[src/rtl/pipe_pkg.sv]
// Shared MEM->WB definitions: default widths, the writeback bundle layout
// and a helper that sizes a payload for arbitrary widths.
package pipe_pkg;

   localparam int WIDTH_DEF = 32;
   localparam int AW_DEF    = 5;

   // Writeback bundle, MSB first; the pipeline packs its payload in this order
   typedef struct packed {
      logic                 memtoreg;
      logic                 regwrite;
      logic [WIDTH_DEF-1:0] memdata;
      logic [WIDTH_DEF-1:0] resultop;
      logic [AW_DEF-1:0]    ard;
   } mem_wb_t;

   // Payload width of a mem_wb_t-shaped bundle with non-default widths
   function automatic int mem_wb_bits(input int w, input int aw);
      return 2 + 2 * w + aw;
   endfunction

endpackage

[src/rtl/pipe_skid_reg.sv]
// Generic two-entry skid register: main slot M drives the output, skid
// slot S absorbs one entry when downstream stalls, so upstream ready is
// purely registered. Ports: clk, rst (sync, active-high), flush,
// up_valid/up_ready/up_data (producer side), dn_valid/dn_ready/dn_data
// (consumer side).
module pipe_skid_reg #(
   parameter int PW = 8
) (
   input  logic          clk,
   input  logic          rst,
   input  logic          flush,
   input  logic          up_valid,
   output logic          up_ready,
   input  logic [PW-1:0] up_data,
   output logic          dn_valid,
   input  logic          dn_ready,
   output logic [PW-1:0] dn_data
);

   logic          m_valid;
   logic          s_valid;
   logic [PW-1:0] m_data;
   logic [PW-1:0] s_data;
   logic          acc;
   logic          ret;

   // Ready depends only on state (plus reset), never on dn_ready
   assign up_ready = !s_valid && !rst;
   assign acc      = up_valid && up_ready;
   assign ret      = m_valid && dn_ready;
   assign dn_valid = m_valid;
   assign dn_data  = m_data;

   always_ff @(posedge clk) begin
      if (rst) begin
         m_valid <= 1'b0;
         s_valid <= 1'b0;
         m_data  <= '0;
         s_data  <= '0;
      end else if (flush) begin
         // Payload is left as is; only the valid bits matter
         m_valid <= 1'b0;
         s_valid <= 1'b0;
      end else if (!m_valid || ret) begin
         // S is older than anything at the input, so it drains first
         if (s_valid) begin
            m_data  <= s_data;
            m_valid <= 1'b1;
         end else if (acc) begin
            m_data  <= up_data;
            m_valid <= 1'b1;
         end else begin
            m_valid <= 1'b0;
         end
         s_valid <= 1'b0;
      end else if (acc) begin
         s_data  <= up_data;
         s_valid <= 1'b1;
      end
   end

endmodule

[src/rtl/pipe_mem_wb_skid.sv]
// MEM->WB pipeline register with skid buffer, flush, x0 write guard and
// saturating back-pressure counter. Ports: clk, rst, FLUSH, VALID_IN/
// READY_OUT + MEM payload in, VALID_OUT/READY_IN + WB payload out, STALL_CNT.
module pipe_mem_wb_skid
   import pipe_pkg::*;
#(
   parameter int WIDTH      = WIDTH_DEF,
   parameter int AW         = AW_DEF,
   parameter int ZERO_GUARD = 1,
   parameter int CNT_W      = 16
) (
   input  logic             clk,
   input  logic             rst,
   input  logic             FLUSH,
   input  logic             VALID_IN,
   output logic             READY_OUT,
   input  logic             MEMTOREG_IN,
   input  logic             REGWRITE_IN,
   input  logic [WIDTH-1:0] MEMDATA_IN,
   input  logic [WIDTH-1:0] RESULTOP_IN,
   input  logic [AW-1:0]    ARD_IN,
   output logic             VALID_OUT,
   input  logic             READY_IN,
   output logic             MEMTOREG_OUT,
   output logic             REGWRITE_OUT,
   output logic [WIDTH-1:0] MEMDATA_OUT,
   output logic [WIDTH-1:0] RESULTOP_OUT,
   output logic [AW-1:0]    ARD_OUT,
   output logic [CNT_W-1:0] STALL_CNT
);

   // Equals $bits(mem_wb_t) at default widths
   localparam int PW = mem_wb_bits(WIDTH, AW);

   logic [PW-1:0] in_pl;
   logic [PW-1:0] out_pl;
   logic          m_regwrite;
   logic          ard_ok;

   assign in_pl = {MEMTOREG_IN, REGWRITE_IN, MEMDATA_IN,
                   RESULTOP_IN, ARD_IN};

   pipe_skid_reg #(
      .PW(PW)
   ) u_skid (
      .clk     (clk),
      .rst     (rst),
      .flush   (FLUSH),
      .up_valid(VALID_IN),
      .up_ready(READY_OUT),
      .up_data (in_pl),
      .dn_valid(VALID_OUT),
      .dn_ready(READY_IN),
      .dn_data (out_pl)
   );

   assign {MEMTOREG_OUT, m_regwrite, MEMDATA_OUT,
           RESULTOP_OUT, ARD_OUT} = out_pl;

   // Writes to x0 are architecturally discarded; suppress them here
   assign ard_ok = (ZERO_GUARD != 0) ? (ARD_OUT != '0) : 1'b1;

   assign REGWRITE_OUT = m_regwrite && VALID_OUT && ard_ok;

   always_ff @(posedge clk) begin
      if (rst) begin
         STALL_CNT <= '0;
      end else if (VALID_OUT && !READY_IN
                   && (STALL_CNT != {CNT_W{1'b1}})) begin
         STALL_CNT <= STALL_CNT + CNT_W'(1);
      end
   end

endmodule

[config.mk]
export PLATFORM = sky130hd
export DESIGN_NAME = pipe_mem_wb_skid
export DESIGN_NICKNAME = d
export VERILOG_FILES = /design/src/rtl/pipe_pkg.sv /design/src/rtl/pipe_skid_reg.sv /design/src/rtl/pipe_mem_wb_skid.sv
export SDC_FILE = /design/constraint.sdc
export NUM_CORES = 1
export LEC_CHECK = 0
export ABC_AREA = 1
export CORE_MARGIN = 2
export CORE_UTILIZATION = 35
export CTS_BUF_LIST = sky130_fd_sc_hd__clkbuf_4
export CTS_CLUSTER_DIAMETER = 80
export DETAILED_ROUTE_END_ITERATION = 6
export GPL_TIMING_DRIVEN = 1
export HOLD_SLACK_MARGIN = 0.03
export PLACE_DENSITY = 0.6
export SLEW_MARGIN = 20
export SYNTH_ARGS = -nofsm -noshare
export SYNTH_HDL_FRONTEND = slang
export SYNTH_SLANG_ARGS = --single-unit
[constraint.sdc]
create_clock -name clk -period 4.9 [get_ports clk]
set_clock_uncertainty 0.15 [all_clocks]
set_input_delay 1.47 -clock clk [delete_from_list [all_inputs] [get_ports clk]]
set_output_delay 1.47 -clock clk [all_outputs]
set_load 0.02 [all_outputs]
==> results.cfg <==
[worst_hold_path]
min_from = u_skid.dn_data[46]$_SDFFE_PP0P_
worstHoldPathType = register to register
min_to = u_skid.dn_data[46]$_SDFFE_PP0P_
holdPathStages = 2

[timing]
fin_setup_tns_ns = 0
setup_viol = 0
min_period_over_period = 0.8588
holdWs_ns = 0.3007
worst_slew_pin_slew_ns = 0.8482
fmax_mhz = 237.6
rsz0062_at_grt = false
finalHoldViolations = 0
fin_crit_ns = 4.208
drv_slew = 0
timing.slew.headroom = 0.4345

[clock_network]
tritoncts = done
root_buffer = clkbuf_4
cts-resized-gates = 0
htreeDepth = 4
path_clk_slew_ns = 0.12
cts.sinks = 160
post_cts_buffers = 0
postCtsHoldBufs = 0
clk_latency_ns = 0.55
cts_buffer_depth = 2
cts_buffers = 17

[setup_path]
crit_path_max_incr_delay_ns = 0.61
path_cells = clkdlybuf4s50_1 -> nor2_1 -> clkdlybuf4s50_1
r2r-end = u_skid.dn_data[39]$_SDFFE_PP0P_
critPathLaunch = rst
cp_max_fo = 2
cp_common_cell = clkdlybuf4s50_1
critPathBufInv = 2
critical_path_required_ns = 3.28
cp_top_family = buffers and inverters
crit_type = input pin to output pin
r2r_setup_slack_ns = 1.64
arrival_ns = 2.59
startpoint_type = input pin
timing.rr.start = u_skid.s_valid$_SDFFE_PP0P_
crit_slowest_cell = clkdlybuf4s50_1
reg2reg_depth = 6
end_kind = output pin

[floorplanning]
dieArea_um2 = 23070
fp.dieW_um = 151.9
dieHeight_um = 151.9
initial_core_util = 0.3540
rows = 54
coreArea_um2 = 21620
ios = 165

[route]
ant_nets = 0
routed_wl_um = 17810
drc = 0
drtPass1Iterations = 4
wl_per_cell_um = 12.44
vias_per_cell = 4.462
vias = 6390
drt_iter0_markers = 273

[finish]
layout_common_cells = 201 x o21ai_0, 183 x nor2_1, 164 x clkdlybuf4s50_1
layout_commonest_cell = o21ai_0
post-route-util = 0.4218
synthToLayoutAreaGrowth_pct = 19.14
nets = 1217
layout-drive-gt1-share = 0.04692

[logic_synthesis]
syn_area_per_cell_um2 = 7.061
ys_seq_area_frac = 0.4185
ys_seq_elements = 160
synth.cell_area_um2 = 7654
synth_warnings = 0
synth_cell_types = 29
syn_inst = 1084
syn_nets = 1161

[power_and_ir_drop]
power.internal_w = 0.001946
p_leak_nw = 3.404
pwr-share-clk = 0.366
powerDensity_nw_per_um2 = 285.9
peakVddDrop_mv = 0.1128
power.switching_w = 0.0006606
switching_share = 0.2534
power_frac_seq = 0.519
combinationalPowerShare = 0.114

[grt]
grt_pass1_vias = 5782
grt_pass1_wl_um = 29590
grt_use_total = 0.1569
antenna_found_initial = 2
grt_remaining_overflow = 0
grt_max_degree = 93

[status]
status = completed

[placement]
numPortBuffers = 164
place_congestion = 0.8479
dp_hpwl_um = 11170

[job]
cap_violations = 0
## power by group through the flow
stage | Clock, W | Combinational (W) | Sequential, W
2_1_floorplan | 0 | 0.000196 | 0.00138
3_3_place_gp | 0 | 0.000299 | 0.00138
3_5_place_dp | 0 | 0.000302 | 0.00138
4_1_cts | 0.000996 | 0.000303 | 0.00136
5_1_grt | 0.00105 | 0.000331 | 0.00136
6_report | 0.000955 | 0.000298 | 0.00135
## sequential cells by signal, summed over array words and instances, names as in the netlist
register,cells
u_skid.s_valid,1
u_skid.dn_valid,1
STALL_CNT,16
u_skid.s_data,71
u_skid.dn_data,71
## kinds of logic (layout without fill, tap and decap cells)
family	after synthesis	after routing	share of synthesized area
fa+ha+maj	1	1	0.001635
simple gates	327	327	0.1774
buf+inv	296	363	0.2037
compound gates	300	300	0.1988
other cells	0	1	0
flops	160	160	0.4185
## cells in the mapped netlist (all sizes together)
master    n  area share
o21bai    1      0.0025
nor3      4      0.0041
nor2    187       0.094
nand3    23       0.020
nand2   110       0.055
nand4     3      0.0044
ha        1      0.0016
buf      99        0.11
o211ai    1     0.00098
clkbuf   33       0.017
o21ai   213        0.14
inv     164       0.081
dfxtp   160        0.42
a21oi    85       0.056
## worst min-delay path, delay by kind of cell (launching register included)
kind	cells	cell delay [ns]
flip-flops	1	0.33
buffers and inverters	1	0.04
AO/OA/AOI/OAI	1	0.05
## routing by layer
metal | share of wire | track usage
met4 | 0.012 | 0.04139
met2 | 0.47 | 0.2574
met3 | 0.057 | 0.05220
met5 | 0.00073 | 0
met1 | 0.46 | 0.1987
## worst max-delay path by stage
stage          depth (start not counted)  slack, ns         to
2_1_floorplan                          1       1.53  READY_OUT
3_3_place_gp                           3       0.68  READY_OUT
3_5_place_dp                           3       0.69  READY_OUT
4_1_cts                                3       0.69  READY_OUT
5_1_grt                                3       0.65  READY_OUT
6_report                               3       0.69  READY_OUT
## per-stage QoR
stage | setup WS, ns | total power (W) | instance area, um^2 | cells
after floorplan | 1.530 | 0.001575 | 7654 | 1084
after global placement | 0.6802 | 0.001682 | 8773 | 1401
after detailed placement | 0.6858 | 0.001685 | 8773 | 1401
after CTS | 0.6881 | 0.002653 | 9116 | 1431
after global routing | 0.6479 | 0.002742 | 9119 | 1432
final | 0.6921 | 0.002607 | 9119 | 1432
## cell type report
type                       count  area (um^2)
antenna                        1        2.502
clock inverter                12        207.7
timing repair buffer         169         1704
inverter                     164        620.6
sequential                   160         3207
fill                        2319        12500
multi-input combinational    628         2892
tap                          280        350.3
clock buffer                  18        135.1
(Power assumes the default switching activity.)
